--- src/rtl/riscv_test_sequencer.sv ---
// Multi-program self-test sequencer: resets and boots the core once per selected program, collects pass/timeout.
// Latency: 1 (SELECT) + RST_CYCLES + run + 1 (RECORD) cycles per program, plus 1 final SELECT.
// Backpressure: none; start_i is only honoured in IDLE and exit_valid_i only in RUN.
module riscv_test_sequencer #(
   parameter int unsigned NUM_TESTS      = 4,
   parameter int unsigned TIMEOUT_WIDTH  = 20,
   parameter int unsigned RST_CYCLES     = 4,
   parameter logic [31:0] BOOT_ADDR_BASE = 32'h80,
   parameter logic [31:0] BOOT_STRIDE    = 32'h1000,
   localparam int unsigned IDX_W = (NUM_TESTS > 1) ? $clog2(NUM_TESTS) : 1,
   localparam int unsigned RC_W  = (RST_CYCLES > 1) ? $clog2(RST_CYCLES) : 1
) (
   input  logic                     clk_i,
   input  logic                     rst_ni,
   input  logic                     start_i,
   input  logic [NUM_TESTS-1:0]     test_mask_i,
   input  logic [TIMEOUT_WIDTH-1:0] timeout_cycles_i,
   input  logic                     exit_valid_i,
   input  logic [31:0]              exit_value_i,
   output logic                     core_rst_no,
   output logic                     fetch_enable_o,
   output logic [31:0]              boot_addr_o,
   output logic                     busy_o,
   output logic                     done_o,
   output logic                     go_nogo_o,
   output logic [IDX_W-1:0]         cur_idx_o,
   output logic [NUM_TESTS-1:0]     result_o,
   output logic [NUM_TESTS-1:0]     timeout_o
);

   typedef enum logic [2:0] {
      IDLE     = 3'd0,
      SELECT   = 3'd1,
      CORE_RST = 3'd2,
      RUN      = 3'd3,
      RECORD   = 3'd4
   } state_t;

   state_t                   state_q, state_d;
   logic [NUM_TESTS-1:0]     pending_q;
   logic [NUM_TESTS-1:0]     mask_q;
   logic [TIMEOUT_WIDTH-1:0] tmo_q;
   logic [TIMEOUT_WIDTH-1:0] wd_cnt_q;
   logic [RC_W-1:0]          rst_cnt_q;
   logic [IDX_W-1:0]         cur_idx_q;
   logic [31:0]              boot_addr_q;
   logic [NUM_TESTS-1:0]     result_q;
   logic [NUM_TESTS-1:0]     timeout_q;
   logic                     done_q;
   logic                     go_q;
   logic                     core_rst_nq;
   logic                     fetch_q;
   logic                     busy_q;

   logic                     sel_found;
   logic [IDX_W-1:0]         sel_idx;
   logic [31:0]              sel_addr;
   logic                     wd_expire;
   logic                     rst_last;

   // Lowest pending program index; scanning downward leaves the lowest set bit as the winner.
   always_comb begin
      sel_found = 1'b0;
      sel_idx   = '0;
      for (int i = int'(NUM_TESTS) - 1; i >= 0; i--) begin
         if (pending_q[i]) begin
            sel_found = 1'b1;
            sel_idx   = IDX_W'(i);
         end
      end
   end

   assign sel_addr  = BOOT_ADDR_BASE + (32'(sel_idx) * BOOT_STRIDE);
   // Counter starts at 0 on the first RUN cycle, so value timeout-1 marks the timeout-th RUN cycle.
   assign wd_expire = (tmo_q != '0) && (wd_cnt_q == (tmo_q - TIMEOUT_WIDTH'(1)));
   assign rst_last  = (rst_cnt_q == RC_W'(RST_CYCLES - 1));

   // State register.
   always_ff @(posedge clk_i or negedge rst_ni) begin
      if (!rst_ni) begin
         state_q <= IDLE;
      end else begin
         state_q <= state_d;
      end
   end

   // Next-state decision.
   always_comb begin
      state_d = state_q;
      case (state_q)
         IDLE: begin
            if (start_i) state_d = SELECT;
         end
         SELECT: begin
            state_d = sel_found ? CORE_RST : IDLE;
         end
         CORE_RST: begin
            if (rst_last) state_d = RUN;
         end
         RUN: begin
            if (exit_valid_i || wd_expire) state_d = RECORD;
         end
         RECORD: begin
            state_d = SELECT;
         end
         default: state_d = IDLE;
      endcase
   end

   // Datapath and registered outputs; core controls and busy follow the state being entered.
   always_ff @(posedge clk_i or negedge rst_ni) begin
      if (!rst_ni) begin
         pending_q   <= '0;
         mask_q      <= '0;
         tmo_q       <= '0;
         wd_cnt_q    <= '0;
         rst_cnt_q   <= '0;
         cur_idx_q   <= '0;
         boot_addr_q <= BOOT_ADDR_BASE;
         result_q    <= '0;
         timeout_q   <= '0;
         done_q      <= 1'b0;
         go_q        <= 1'b0;
         core_rst_nq <= 1'b0;
         fetch_q     <= 1'b0;
         busy_q      <= 1'b0;
      end else begin
         core_rst_nq <= (state_d == RUN);
         fetch_q     <= (state_d == RUN);
         busy_q      <= (state_d != IDLE);
         case (state_q)
            IDLE: begin
               if (start_i) begin
                  pending_q <= test_mask_i;
                  mask_q    <= test_mask_i;
                  tmo_q     <= timeout_cycles_i;
                  result_q  <= '0;
                  timeout_q <= '0;
                  done_q    <= 1'b0;
                  go_q      <= 1'b0;
               end
            end
            SELECT: begin
               if (sel_found) begin
                  cur_idx_q   <= sel_idx;
                  boot_addr_q <= sel_addr;
                  rst_cnt_q   <= '0;
               end else begin
                  done_q <= 1'b1;
                  go_q   <= (mask_q != '0) && (result_q == mask_q);
               end
            end
            CORE_RST: begin
               rst_cnt_q <= rst_cnt_q + RC_W'(1);
               wd_cnt_q  <= '0;
            end
            RUN: begin
               if (wd_cnt_q != '1) wd_cnt_q <= wd_cnt_q + TIMEOUT_WIDTH'(1);
               // An exit in the expiry cycle takes priority over the watchdog.
               if (exit_valid_i) begin
                  result_q[cur_idx_q] <= (exit_value_i == 32'd0);
               end else if (wd_expire) begin
                  timeout_q[cur_idx_q] <= 1'b1;
                  result_q[cur_idx_q]  <= 1'b0;
               end
            end
            RECORD: begin
               pending_q[cur_idx_q] <= 1'b0;
            end
            default: ;
         endcase
      end
   end

   assign core_rst_no    = core_rst_nq;
   assign fetch_enable_o = fetch_q;
   assign boot_addr_o    = boot_addr_q;
   assign busy_o         = busy_q;
   assign done_o         = done_q;
   assign go_nogo_o      = go_q;
   assign cur_idx_o      = cur_idx_q;
   assign result_o       = result_q;
   assign timeout_o      = timeout_q;

endmodule

--- config.mk ---
export PLATFORM = sky130hd
export DESIGN_NAME = riscv_test_sequencer
export DESIGN_NICKNAME = d
export VERILOG_FILES = /design/src/rtl/riscv_test_sequencer.sv
export SDC_FILE = /design/constraint.sdc
export NUM_CORES = 1
export LEC_CHECK = 0
export CAP_MARGIN = 25
export CELL_PAD_IN_SITES_DETAIL_PLACEMENT = 2
export CELL_PAD_IN_SITES_GLOBAL_PLACEMENT = 2
export CORE_UTILIZATION = 29
export DETAILED_ROUTE_END_ITERATION = 10
export PLACE_DENSITY = 0.79
export SKIP_LAST_GASP = 1
export SYNTH_ARGS = -nofsm -noshare
export SYNTH_HDL_FRONTEND = slang
export SYNTH_SLANG_ARGS = --single-unit
--- constraint.sdc ---
create_clock -name clk_i -period 3.3 [get_ports clk_i]
set_input_delay 0.33 -clock clk_i [delete_from_list [all_inputs] [get_ports clk_i]]
set_output_delay 0.33 -clock clk_i [all_outputs]
set_load 0.02 [all_outputs]
==> results of run 1 <==
## through the flow
stage               util, %  cell area (um^2)  instances  hold WS [ps]
global route          38.52              5162        721         131.8
CTS                   38.52              5162        721         100.1
detailed placement    36.33              4868        706         471.7
finish                38.52              5162        721         68.66
floorplan                 -              4143        496         34.41
global placement      36.33              4868        706         459.2
## routing by layer
layer	vias up	part of all wire, %	routed length [um]
met5	-	0	0
li1	1686	-	-
met4	0	2.0	248
met3	16	4.3	532
met2	92	52	6398
met1	1801	42	5221
## where the power goes
group          switching [W]  total, W  internal, W
clock               0.000376  0.000977     0.000601
sequential          0.000387   0.00144      0.00105
combinational       0.000849   0.00146     0.000610
## placed cells by master, fill, tap and decap left out, types with 8 or more instances in the layout
cell type,count
a21oi_1,17
o21ai_0,24
clkbuf_16,9
nor4_1,14
xnor2_1,28
nor2_1,33
dfrtp_1,67
clkdlybuf4s50_1,75
nor3_1,10
conb_1,30
xor2_1,12
nand3_1,14
nand2_1,103
inv_1,15
or3_1,8
## final timing paths
check                                     startpoint                       to  slack [ps]  depth (start not counted)
max in group asynchronous                     rst_ni    tmo_q[19]$_DFFE_PN0P_        2580                          2
worst max-delay path            tmo_q[0]$_DFFE_PN0P_  result_o[0]$_DFFE_PN0P_         540                         10
worst min-delay path                          rst_ni  wd_cnt_q[5]$_DFFE_PN0P_          70                          1
worst min register to register    done_o$_DFFE_PN0P_       done_o$_DFFE_PN0P_         490                          1
worst max register to register  tmo_q[0]$_DFFE_PN0P_  result_o[0]$_DFFE_PN0P_         540                         10
min in group clk_i                done_o$_DFFE_PN0P_       done_o$_DFFE_PN0P_         490                          1
## flip-flops by register name, indices dropped and copies added, names as in the netlist, 2 cells and up
signal     count
cur_idx_o      2
mask_q         4
pending_q      4
result_o       4
rst_cnt_q      2
state_q        3
timeout_o      4
tmo_q         20
wd_cnt_q      20
## worst max-delay path, delay by kind of cell (launching register included)
family	cells	cell delay, ps
AOI/OAI and AO/OA	4	970
and+or+nand+nor	3	750
DFF	1	440
adders and majority gates	1	200
xor gates and xnor gates	1	150
buffers and inverters	1	110
## synth_stat cells, drive strengths merged
| master | n | area [um^2] |
|---|---|---|
| nand2 | 103 | 386.6 |
| dfrtp | 67 | 1677 |
| buf | 37 | 269.0 |
| nor2 | 33 | 123.9 |
| o21ai | 29 | 145.1 |
| xnor2 | 28 | 245.2 |
| a21oi | 17 | 85.08 |
| nor4 | 17 | 133.9 |
| inv | 15 | 56.30 |
| nand3 | 14 | 70.07 |
| nor3 | 13 | 86.34 |
| xor2 | 12 | 105.1 |
| clkbuf | 10 | 37.54 |
| or3 | 9 | 61.31 |
| nand4 | 6 | 50.04 |
| and3 | 5 | 31.28 |
| and4 | 4 | 35.03 |
| o22a | 4 | 35.03 |
| a21o | 3 | 22.52 |
| ha | 3 | 37.54 |
| mux2i | 3 | 30.03 |
| nand2b | 3 | 18.77 |
| nand3b | 3 | 22.52 |
| nor2b | 3 | 18.77 |
| o211ai | 3 | 22.52 |
| a311oi | 2 | 17.52 |
| a31oi | 2 | 12.51 |
| conb | 2 | 7.510 |
| nor4b | 2 | 17.52 |
| o22ai | 2 | 12.51 |
| o31ai | 2 | 28.78 |
| a2111o | 1 | 11.26 |
| a22o | 1 | 8.760 |
| a311o | 1 | 10.01 |
| a41oi | 1 | 16.27 |
| and4bb | 1 | 12.51 |
| mux2 | 1 | 11.26 |
| nand4b | 1 | 8.760 |
| nor3b | 1 | 18.77 |
| o221a | 1 | 11.26 |
| o311ai | 1 | 8.760 |
| o32a | 1 | 10.01 |
| or4 | 1 | 7.510 |
## cell families after synthesis
group | Yosys count
adders and majority gates | 3
and+or+nand+nor | 219
muxes | 4
other | 2
buffers and inverters | 62
DFF | 67
AOI/OAI and AO/OA | 71
xor gates and xnor gates | 40
## area by class of cell
class                      instances  area (um^2)
fill                            1532         8238
multi-input combinational        367         2110
sequential                        67         1677
timing repair buffer              81        805.8
clock buffer                      11        242.7
tap                              176        220.2
inverter                          15        56.30
clock inverter                     4        51.30
==> metrics.txt, run 1 <==
FF+latch count, synth=67; Yosys warning count=0; WP data arrival=2980 ps; Via density=4.986; H-Tree Depth=3; M3 GR Usage=roughly 5.0%; routability congestion estimate=0.8250; die footprint=around 14000 um^2; initial antenna violation count=0; Setup crit end kind=register; post-layout min period=between 2000 and 3000 ps; Synth Area in Compound Gates=11.34%; Simple-Gate Fraction of Synth Area=a little over a quarter; Req. time, crit path=3520 ps; Setup-failing EPs final=0; worst path cell trace=inv_1, ha_1, nor3b_4, nand2_1, xnor2_1, a2111o_1, nor4_2, a41oi_2, o21ai_1, o21ai_0; vias in the first global route=roughly 4000; post-CTS sizing=0; Die Span Y=around 120 um; Pleak=~2.2 nW; Initial Util=a little under a third; Mapped Area=about 4000 um^2; Max stage delay on crit path=~440 ps; PortBufs=76; num rows=42; Final ANT Viol Nets=0; Synth cell types=53; Total Power=0.003872 W; wire length of the first global-routing pass=between 20000 and 25000 um; GRT Util Overall=a little under a fifth; chip width=roughly 120 um; setup bufs post-CTS=0; # DRC=0; dpl ws=roughly 540 ps; drt wl/cell=around 17 um; cells after synthesis=468; met1 Use GR=21.28%; Inserted Diodes=0; Nets=roughly 600; Setup Skew=roughly 8.5 ps; largest net degree at the start of global routing=36; Clk pin slew, worst setup/hold paths=50 ps; syn avg cell area=about 8.6 um^2; mux share of post-synthesis cell area=1.023%; CTS tree=done; Setup TNS=0 ps; GR Util met2=between 30% and 40%; Worst Path Max Fanout=6; CTS sink cnt=67; gr busiest metal=met2; crit path kind=register to register; layout cell share with drive strength beyond 1=under 10%; DR vias=between 3000 and 4000; Slew Viols, Final=0; Fin. Hold Viols=0; Setup WS post-layout=~540 ps; fmax=between 0.3 and 0.4 GHz; total CTS buffers=9; status=complete, no violations; Peak VDD IR=approximately 0.28 mV; worst-margin pin slew=between 800 and 900 ps; number of max-cap violations=0; grt total ovfl=0; Routed WL=12400 um; Worst path slowest cell=dfrtp_1; main combinational cell family by area after synthesis=simple AND/OR/NAND/NOR gates; I/O pins=between 100 and 150; first drt pass iteration count=4; initial DRC count=89; Clock Latency Late Sink=350 ps; Worst Hold Class=input port to asynchronous set/reset pin; Post-CTS Hold Buffers=0; power per cell area=roughly 750 nW/um^2; Synth Area in XOR/XNOR=slightly below 9%; core area=13400 um^2; Critical Path Source Type=register; Max Root-Sink Buffers=2; Area Growth Syn to Fin=27.86%; register area share after synthesis=41.52%; final period utilization=around 84%; RSZ-0062 raised after global routing=no; Relative slew margins=45.86%; placed wire-length estimate=just under 10000 um; adder-cell area share of the yosys netlist=less than 1%; root buf cell=clkbuf_16
Power figures use the tool's default switching activity.
==> run 2: changes to the inputs <==
--- a/config.mk
+++ b/config.mk
@@ -8,9 +8,9 @@
 export CAP_MARGIN = 25
 export CELL_PAD_IN_SITES_DETAIL_PLACEMENT = 2
 export CELL_PAD_IN_SITES_GLOBAL_PLACEMENT = 2
-export CORE_UTILIZATION = 29
+export CORE_UTILIZATION = 26
 export DETAILED_ROUTE_END_ITERATION = 10
-export PLACE_DENSITY = 0.79
+export PLACE_DENSITY = 0.74
 export SKIP_LAST_GASP = 1
 export SYNTH_ARGS = -nofsm -noshare
 export SYNTH_HDL_FRONTEND = slang
==> constraint.sdc (replaced) <==
create_clock -name clk_i -period 2.5 [get_ports clk_i]
set_input_delay 0.25 -clock clk_i [delete_from_list [all_inputs] [get_ports clk_i]]
set_output_delay 0.25 -clock clk_i [all_outputs]
set_load 0.02 [all_outputs]
==> metrics.txt, run 2 (synthesis gave the netlist of run 1 again) <==
failing checks=negative setup slack; Pleak=2.365 nW; layout cell share with drive strength beyond 1=around 14%; Slew Viols, Final=0; commonest non-fill, non-tap cell in the layout=nand2_1; post-layout min period=about 2500 ps; Fin. Hold Viols=0; Area Growth Syn to Fin=38.02%; Largest regs=tmo_q (20), wd_cnt_q (20); Clock Latency Late Sink=340 ps; fmax=0.3932 GHz; routability congestion estimate=a little over 0.8; status=finished with violations; worst-margin pin slew=729.0 ps; chip width=~130 um; Critical Path End=timeout_o[0]$_DFFE_PN0P_; Max Root-Sink Buffers=2; num rows=between 40 and 50; CTS sink cnt=67; RSZ-0062 raised after global routing=yes; PortBufs=76; core area=between 15000 and 20000 um^2; Peak VDD IR=0.4135 mV; Final ANT Viol Nets=0; CTS tree=done; total CTS buffers=9; H-Tree Depth=3; root buf cell=clkbuf_16; final period utilization=101.7%; Fin Hold WS=approximately 450 ps; Setup crit end kind=register; DP Area=a little over 5000 um^2; power per cell area=around 1000 nW/um^2; # DRC=0; Via density=around 5; Die Span Y=between 100 and 150 um; vias in the first global route=between 4000 and 5000; Setup-failing EPs final=5; launching point of the worst reg2reg path=tmo_q[1]$_DFFE_PN0P_; Relative slew margins=51.40%; cells on worst reg2reg path=10; Nets=~640; first drt pass iteration count=4; largest net degree at the start of global routing=31; number of max-cap violations=0; Routed WL=roughly 13000 um; DR vias=about 3800; Max stage delay on crit path=390 ps; most frequent cells in the layout=nand2_1, clkdlybuf4s50_1, dfrtp_1, buf_4, nor2_1; crit path launch=tmo_q[1]$_DFFE_PN0P_; grt total ovfl=0; GRT Util Overall=about 18%; Critical Path Source Type=register; Worst Path Max Fanout=5; Inserted Diodes=0; Setup Skew=roughly 6.5 ps; placed wire-length estimate=10420 um; Req. time, crit path=~2800 ps; crit path kind=register to register; Clk pin slew, worst setup/hold paths=around 60 ps; Setup WS post-layout=-43.51 ps; Worst path slowest cell=dfrtp_1; worst path cell trace=buf_4, nor4_4, buf_4, nand4_4, nor4_2, o31ai_4, a21oi_2, nand4_1, or3_4, o31ai_4; initial antenna violation count=0; dpl ws=-150.1 ps; drt wl/cell=around 17 um; I/O pins=approximately 110; post-route cell area=~5600 um^2; worst r2r dst=timeout_o[0]$_DFFE_PN0P_; initial DRC count=137; Worst Hold Class=input port to register; die footprint=16030 um^2; Reg2Reg Setup Slack=-40 ps; wire length of the first global-routing pass=21980 um; Initial Util=26.56%; WP data arrival=between 2000 and 3000 ps
==> run 2: changes by cell type in the layout (fill, tap and decap cells not counted), moves of 2 or more <==
cell,previous run,this run
buf_4,4,40
inv_1,15,13
inv_2,0,2
nand4_2,2,0
nand4_4,0,2
o21ai_1,5,3
o21ai_2,0,2
==> run 2: power breakdown <==
| part | total, W | internal (W) | switching (W) |
|---|---|---|---|
| Clock | 0.00139 | 0.000901 | 0.000493 |
| Combinational | 0.00246 | 0.00108 | 0.00138 |
| Sequential | 0.00183 | 0.00138 | 0.000450 |
==> run 2: final cells by class <==
type                       count  area, um^2
timing repair buffer         118        1077
clock buffer                  12       246.5
multi-input combinational    367        2207
inverter                      15       56.30
sequential                    67        1677
clock inverter                 4       73.82
tap                          188       235.2
fill                        1738        9629
==> run 2: layer usage <==
metal | vias up | wire length [um] | track usage (%) | part of all wire, %
li1 | 1771 | - | - | -
met1 | 1925 | 5883 | 21.27 | 44
met2 | 90 | 6886 | 31.85 | 51
met3 | 19 | 418 | 2.657 | 3.1
met4 | 0 | 284 | 7.938 | 2.1
met5 | - | 0 | 0 | 0
==> run 2: worst min path at each step <==
| stage | slack, ps | start | cells after the start | endpoint |
|---|---|---|---|---|
| after detailed placement | 360 | rst_ni | 1 | tmo_q[6]$_DFFE_PN0P_ |
| after global placement | 350 | rst_ni | 1 | tmo_q[6]$_DFFE_PN0P_ |
| final | 450 | timeout_cycles_i[19] | 3 | tmo_q[19]$_DFFE_PN0P_ |
| after CTS | 440 | timeout_cycles_i[9] | 3 | tmo_q[9]$_DFFE_PN0P_ |
| after floorplan | -50 | rst_ni | 0 | busy_o$_DFF_PN0_ |
| after global routing | 450 | timeout_cycles_i[12] | 3 | tmo_q[12]$_DFFE_PN0P_ |
==> run 2: worst max-delay path: cells and delay by family, from the launching register on <==
kind	cells	cell delay (ps)
and+or+nand+nor	5	1270
buffers and inverters	2	340
AOI/OAI and AO/OA	3	450
DFF	1	390
==> run 2: repair_timing <==
item                                    4_1_cts  5_1_grt
hold endpoints to repair                     12        0
gates resized for setup                      13        7
setup buffers                                 2        2
pin swaps                                     4        6
hold buffers                                  1        0
endpoints found under the setup margin       12       12
==> run 2: per-stage QoR <==
stage	std cells	util, %	TNS, ps	total power, W
final	771	36.66	-104.9	0.005688
after global routing	771	36.66	-1254	0.006031
after CTS	769	36.27	-299.0	0.005650
after detailed placement	750	33.62	-1299	0.004111
after global placement	750	33.62	-7.502	0.003980
after floorplan	496	-	0	0.003153
